`config.mk`:
```
export PLATFORM = sky130hd
export DESIGN_NAME = ra_pq
export DESIGN_NICKNAME = d
export VERILOG_FILES = /design/src/rtl/ra_pq.sv
export SDC_FILE = /design/constraint.sdc
export NUM_CORES = 1
export LEC_CHECK = 0
export CORE_MARGIN = 2
export CORE_UTILIZATION = 45
export CTS_CLUSTER_DIAMETER = 40
export DETAILED_ROUTE_END_ITERATION = 8
export PLACE_DENSITY = 0.61
export SYNTH_ARGS = -nofsm -noshare
export SYNTH_HDL_FRONTEND = slang
export SYNTH_SLANG_ARGS = --single-unit
```
`constraint.sdc`:
```
create_clock -name clk -period 40 [get_ports clk]
set_input_delay 6 -clock clk [delete_from_list [all_inputs] [get_ports clk]]
set_output_delay 6 -clock clk [all_outputs]
set_load 0.01 [all_outputs]
```
`src/rtl/ra_pq.sv`:
```
// Register-array priority queue: flat slot registers with per-slot valid bits and a
// combinational min-key selector; enq, deq or replace each complete in one cycle.
module ra_pq #(
   parameter int PQ_CAPACITY = 16,
   parameter int KEY_WIDTH   = 8,
   parameter int VAL_WIDTH   = 8
) (
   input  logic                           clk,
   input  logic                           rst_n,
   input  logic                           enq_i,
   input  logic [KEY_WIDTH+VAL_WIDTH-1:0] kvi_i,
   input  logic                           deq_i,
   output logic [KEY_WIDTH+VAL_WIDTH-1:0] kvo_o,
   output logic                           full_o,
   output logic                           empty_o,
   output logic                           busy_o
);

   localparam int KV_W  = KEY_WIDTH + VAL_WIDTH;
   localparam int IDX_W = $clog2(PQ_CAPACITY);

   logic [KV_W-1:0]        slot_q [PQ_CAPACITY];
   logic [PQ_CAPACITY-1:0] valid_q, valid_d;

   logic [IDX_W-1:0]     head_idx, free_idx, wr_idx;
   logic [KEY_WIDTH-1:0] head_key;
   logic                 head_hit, wr_en;

   assign full_o  = &valid_q;
   assign empty_o = ~|valid_q;
   assign busy_o  = 1'b0;

   // Strict less-than while scanning upward keeps ties on the lowest slot index.
   always_comb begin
      head_idx = '0;
      head_key = '0;
      head_hit = 1'b0;
      for (int i = 0; i < PQ_CAPACITY; i++) begin
         if (valid_q[i] && (!head_hit || slot_q[i][KV_W-1:VAL_WIDTH] < head_key)) begin
            head_hit = 1'b1;
            head_key = slot_q[i][KV_W-1:VAL_WIDTH];
            head_idx = IDX_W'(i);
         end
      end
   end

   always_comb begin
      free_idx = '0;
      for (int i = PQ_CAPACITY - 1; i >= 0; i--) begin
         if (!valid_q[i]) free_idx = IDX_W'(i);
      end
   end

   // Replace overwrites the head in place, so it stays legal when the array is full.
   always_comb begin
      valid_d = valid_q;
      wr_en   = 1'b0;
      wr_idx  = free_idx;
      if (enq_i && deq_i && !empty_o) begin
         wr_en  = 1'b1;
         wr_idx = head_idx;
      end else if (enq_i && !full_o) begin
         wr_en             = 1'b1;
         valid_d[free_idx] = 1'b1;
      end else if (deq_i && !empty_o) begin
         valid_d[head_idx] = 1'b0;
      end
   end

   assign kvo_o = empty_o ? '0 : slot_q[head_idx];

   always_ff @(posedge clk or negedge rst_n) begin
      if (!rst_n) valid_q <= '0;
      else        valid_q <= valid_d;
   end

   // Slot payload is qualified by valid_q, so it carries no reset.
   always_ff @(posedge clk) begin
      if (wr_en) slot_q[wr_idx] <= kvi_i;
   end

endmodule

```
[After elaboration in Yosys (flattened, before gate mapping)]
Memory sizes are Yosys's and may differ from the RTL's.
Cells that the tools add are included.
Word-level totals
  logic and storage cells: 155
  memories kept: 1
  bits in writable memories: 256
  register bits after elaboration: 16
Memory list
  slot_q: depth 16, width 16, read ports 17, clocked after memory_dff 0, write ports 1, RTL line 22  | logic [KV_W-1:0] slot_q [PQ_CAPACITY];
Operators by class
  bitwise gates (word level): 4
  multiplexer cells: 73
  magnitude comparators: 19
  reduce and logical (&&, ||, !) cells: 57
Operator list (count)
  $lt A8 B8 Y1: 15
  $mux W4: 30
  $mux W8: 15
  $mux W16: 3
  $mux W1: 22
  $logic_and A1 B1 Y1: 21
  $logic_not A1 Y1: 17
  $and A16 B16 Y16: 1
  $not A16 Y16: 1
  $or A16 B16 Y16: 1
  $reduce_and A16 Y1: 1
  $reduce_or A16 Y1: 1
  $logic_or A1 B1 Y1: 15
  $lt A4 B5 Y1 const B: 2
  $demux W1 S4: 2
  $ge A4 B1 Y1 const B: 2
  $mux W2: 1
  $reduce_and A2 Y1: 1
  $reduce_bool A2 Y1: 1
  $not A1 Y1: 1

[Longest topological paths before layout]
An unclocked memory read counts as a cell.
  word-level depth: 70
  gate-level depth with buffers: 172
  depth with buffers taken out: 151

[Worst setup path before layout]
No wires, ideal clock.
  kind: reg2out
  start point: register valid_q[0]
  end point: output kvo_o[7]
  arrival time: 30.169 ns
  stages on the path, launching flop included: 165
  buffers on the path: 22
  setup slack: 3.831 ns
  cells stage by stage: dfrtp_1 > buf_6 > clkbuf_1 > clkbuf_1 > nand2_1 > ha_1 > a41oi_1 > nand2b_1 > o211a_1 > clkbuf_1 > nand2_1 > o21ai_0 > inv_1 > ha_1 > and4_1 > o21ai_0 > and2_1 > a22o_1 > (+129 left out) > a311o_1 > clkbuf_1 > clkbuf_1 > a21oi_1 > ha_1 > a21o_1 > a21o_1 > a21oi_1 > o211a_1 > nand3_1 > mux2i_1 > o31ai_1 > buf_2 > o21ai_4 > buf_4 > nor2_1 > o21a_1 > a2111oi_0
On the way
  word-level cells in the longest chain between the ends: 63
  elaborated cells on any way between the ends: 108
RTL lines
  from (decl): RTL line 23  | logic [PQ_CAPACITY-1:0] valid_q, valid_d;
  from (signal assigned): RTL line 74  | else valid_q <= valid_d;
  $mux W8 or $mux W1 (tied branches): RTL line 39  | if (valid_q[i] && (!head_hit || slot_q[i][KV_W-1:VAL_WIDTH] < head_key)) begin
  $lt A8 B8 Y1 or $logic_not A1 Y1 (tied branches): RTL line 39
  $logic_or A1 B1 Y1: RTL line 39
  $logic_and A1 B1 Y1: RTL line 39
  $mux W8 or $mux W1 (tied branches): RTL line 39
  $lt A8 B8 Y1 or $logic_not A1 Y1 (tied branches): RTL line 39
  $logic_or A1 B1 Y1: RTL line 39
  $logic_and A1 B1 Y1: RTL line 39
  (+47 left out)
  $logic_and A1 B1 Y1: RTL line 39
  $mux W8 or $mux W1 (tied branches): RTL line 39
  $lt A8 B8 Y1 or $logic_not A1 Y1 (tied branches): RTL line 39
  $logic_or A1 B1 Y1: RTL line 39
  $logic_and A1 B1 Y1: RTL line 39
  $mux W4: RTL line 39
  $mem_v2 Z16 W16
  $mux W16 (*): RTL line 70  | assign kvo_o = empty_o ? '0 : slot_q[head_idx];
  to (decl): RTL line 13  | output logic [KEY_WIDTH+VAL_WIDTH-1:0] kvo_o,
Every way passes the cells marked *; elsewhere a longest branch is shown, timed or not.

[Worst setup path after layout]
  start point: register valid_q[0]
  end point: output kvo_o[12]
The elaborated chain is that of the path after synthesis.

==> results.md <==
- Sink Count: 272
- Yosys warning total: 0
- Detail Placement HPWL: 36.5 mm
- Clock skew: 0.0166 ns
- Crit Path Class: reg -> out
- CP required: 34.00 ns
- # setup viols final: 0
- Actual slew at the worst max-slew pin: 1.23 ns
- Initial antenna violation count: 0
- Reg area: 8090 um^2
- Commonest non-fill, non-tap cells in the layout: 256 x edfxtp_1, 136 x nand2_1, 108 x a21oi_1
- 1st-iter DRT viols: ~1,300
- Area of the mapped netlist: 16,500 um^2
- Port-buffer cells: 37
- Hold WS: 0.686 ns
- Routed Wire Length: about 51 mm
- Die Area: about 38,000 um^2
- Io pins: 39
- CP Max Fanout: 27
- H-tree Lvls: 2
- Post-synth EDFFs: 256
- Critical Path AT: 31.40 ns
- CTS tree: done
- Sequential-to-total area share from yosys stat: approximately half
- GP Congestion: about 0.94
- Slowest-stage cell, CP: clkdlybuf4s50_1
- Layout cells sized above 1: 13.2%
- RSZ-0062 raised after global routing: false
- Routed WL per cell: 24.5 um
- Grt ovf: 0
- Clock slew at reported path FFs: 0.06 ns
- Via density: 6.27
- Hold Crit Class: reg -> reg
- Status: completed
- Largest net degree at the start of global routing: 42
- Relative slew slack: 17.9%
- Multi-input gate area: 7900 um^2
- Root Buffer: clkbuf_16
- Fill count: 3,220
- Antenna Nets Post-Route: 0
- Number of buffers created by CTS: 35
- Drt first pass iters: 7
- Max-cap violation count: 0
- Post-route setup TNS: 0 ns
- Syn-to-layout area delta: 13.6%
- Vias in the first global route: 12,600
- Vias: 13,100
- Dpl cells: 2,010
- Synth Flop Type: edfxtp_1
- # rows: 70
- Crit-path most repeated cell: ha_1
- Synth async-reset ratio: 5.88%
- Slew Viols, Final: 0
- Worst skew pair latency: between 0.5 and 0.6 ns
- Final #Nets: 1,696
- # DRC: 0
- First-pass GRT wire length: 76.4 mm
- Setup ws final: 2.60 ns
- Top cell type by total area after synthesis: edfxtp_1
- Syn avg cell area: 10.7 um^2
- Reg2Reg Setup Slack: 8.81 ns
- Critical path launch point type: flip-flop
- GRT Util Overall: between 20% and 30%
- Top cell type's share of synthesized area: roughly 47%
- Die width: 196 um
- Fin crit share: 93.5%
- Core area: around 36,000 um^2
- Initial Util: 45.4%
- Syn Nets: 1,648
- Commonest non-fill, non-tap cell in the layout: edfxtp_1
- Die Y: just under 200 um
- Mapped Cells: 1,539
- Dpl ws: 0.105 ns
- Seq cells post-synth: 272
- Clock buffer depth: 3
- Layout Cells excl Fill: 2,081
- CP endpoint kind: output port
- Max Clk Rate: 0.0267 GHz
- CP peak stage delay: ~0.62 ns
- Fin. Hold Viols: 0
- Post-synth cell types: 99
- Post-layout min period: 37.40 ns
- Top cells by area, synth: edfxtp_1 47%, ha_1 6.7%, mux2_2 3.3%
## synth_stat cells, types with 20 or more instances
library cell,count
a211oi_1,20
a21o_1,24
a21oi_1,108
a2bb2oi_1,32
buf_2,21
clkbuf_1,32
edfxtp_1,256
ha_1,89
inv_1,90
mux2_2,49
mux2i_1,44
nand2_1,139
nand2b_1,20
nand3_1,28
nor2_1,104
o21ai_0,95
o22ai_1,56
## state kept, by name, summed over array words and instances (netlist names)
| register | cells |
|---|---|
| slot_q | 256 |
| valid_q | 16 |
## critical path, delay by kind of cell (launching register included)
family	cells	cell delay (ns)
buffers and inverters	20	3.19
AO/OA/AOI/OAI	64	13.69
adder cells (fa/ha/maj)	15	4.34
multiplexers	7	2.13
AND/OR/NAND/NOR	42	6.87
flip-flops	1	0.59
## metal layers
metal	part of all wire (%)	vias to the layer above	wire (um)	track usage, %
met3	5.1	66	2580	2.69
li1	-	6063	-	-
met2	49	465	24900	45.1
met5	0	-	0	0
met4	1.8	0	919	6.39
met1	44	6458	22600	36.2
## area by class of cell
class | count | share of cell area [%]
sequential | 272 | 43.1
tap | 468 | 3.12
clock inverter | 22 | 1.29
multi-input combinational | 1113 | 42.1
timing repair buffer | 75 | 3.51
clock buffer | 40 | 5.04
antenna | 1 | 0.0133
inverter | 90 | 1.80
## final timing paths
kind	startpoint	endpoint	depth (start not counted)
max reg2reg	valid_q[0]$_DFFE_PN0P_	slot_q[8][2]$_DFFE_PP_	148
max	valid_q[0]$_DFFE_PN0P_	kvo_o[12]	148
min reg2reg	valid_q[8]$_DFFE_PN0P_	valid_q[8]$_DFFE_PN0P_	2
min	valid_q[8]$_DFFE_PN0P_	valid_q[8]$_DFFE_PN0P_	2
max in group asynchronous	rst_n	valid_q[0]$_DFFE_PN0P_	1
min in group asynchronous	rst_n	valid_q[10]$_DFFE_PN0P_	1
## kinds of logic (layout without fill, tap and decap cells)
group | Yosys count | after routing | share of synthesized area [%]
AO/OA/AOI/OAI | 521 | 521 | 21.8
AND/OR/NAND/NOR | 399 | 401 | 11.9
flip-flops | 272 | 272 | 49.0
buffers and inverters | 156 | 227 | 4.05
multiplexers | 96 | 96 | 6.28
adder cells (fa/ha/maj) | 91 | 91 | 6.86
XOR/XNOR | 3 | 3 | 0.159
other | 1 | 2 | 0.0227
## stage by stage
stage | util [%] | area, um^2
2_1_floorplan | - | 16500
3_3_place_gp | 47.9 | 17400
3_5_place_dp | 47.9 | 17400
4_1_cts | 51.2 | 18600
5_1_grt | 51.6 | 18800
6_report | 51.6 | 18800
## repair_timing
| action | CTS | global route |
|---|---|---|
| resized for setup | 4 | 32 |
| hold buffers | 0 | 0 |
| endpoints found under the hold margin | 0 | 0 |
| pin swaps | 0 | 4 |
| buffers inserted | 0 | 6 |
| gates cloned | 0 | 2 |
| endpoints found under the setup margin | 16 | 16 |
Power is left out: the tool's default activity adds up to more than one toggle a clock period on the data nets, which glitch-free logic cannot reach.
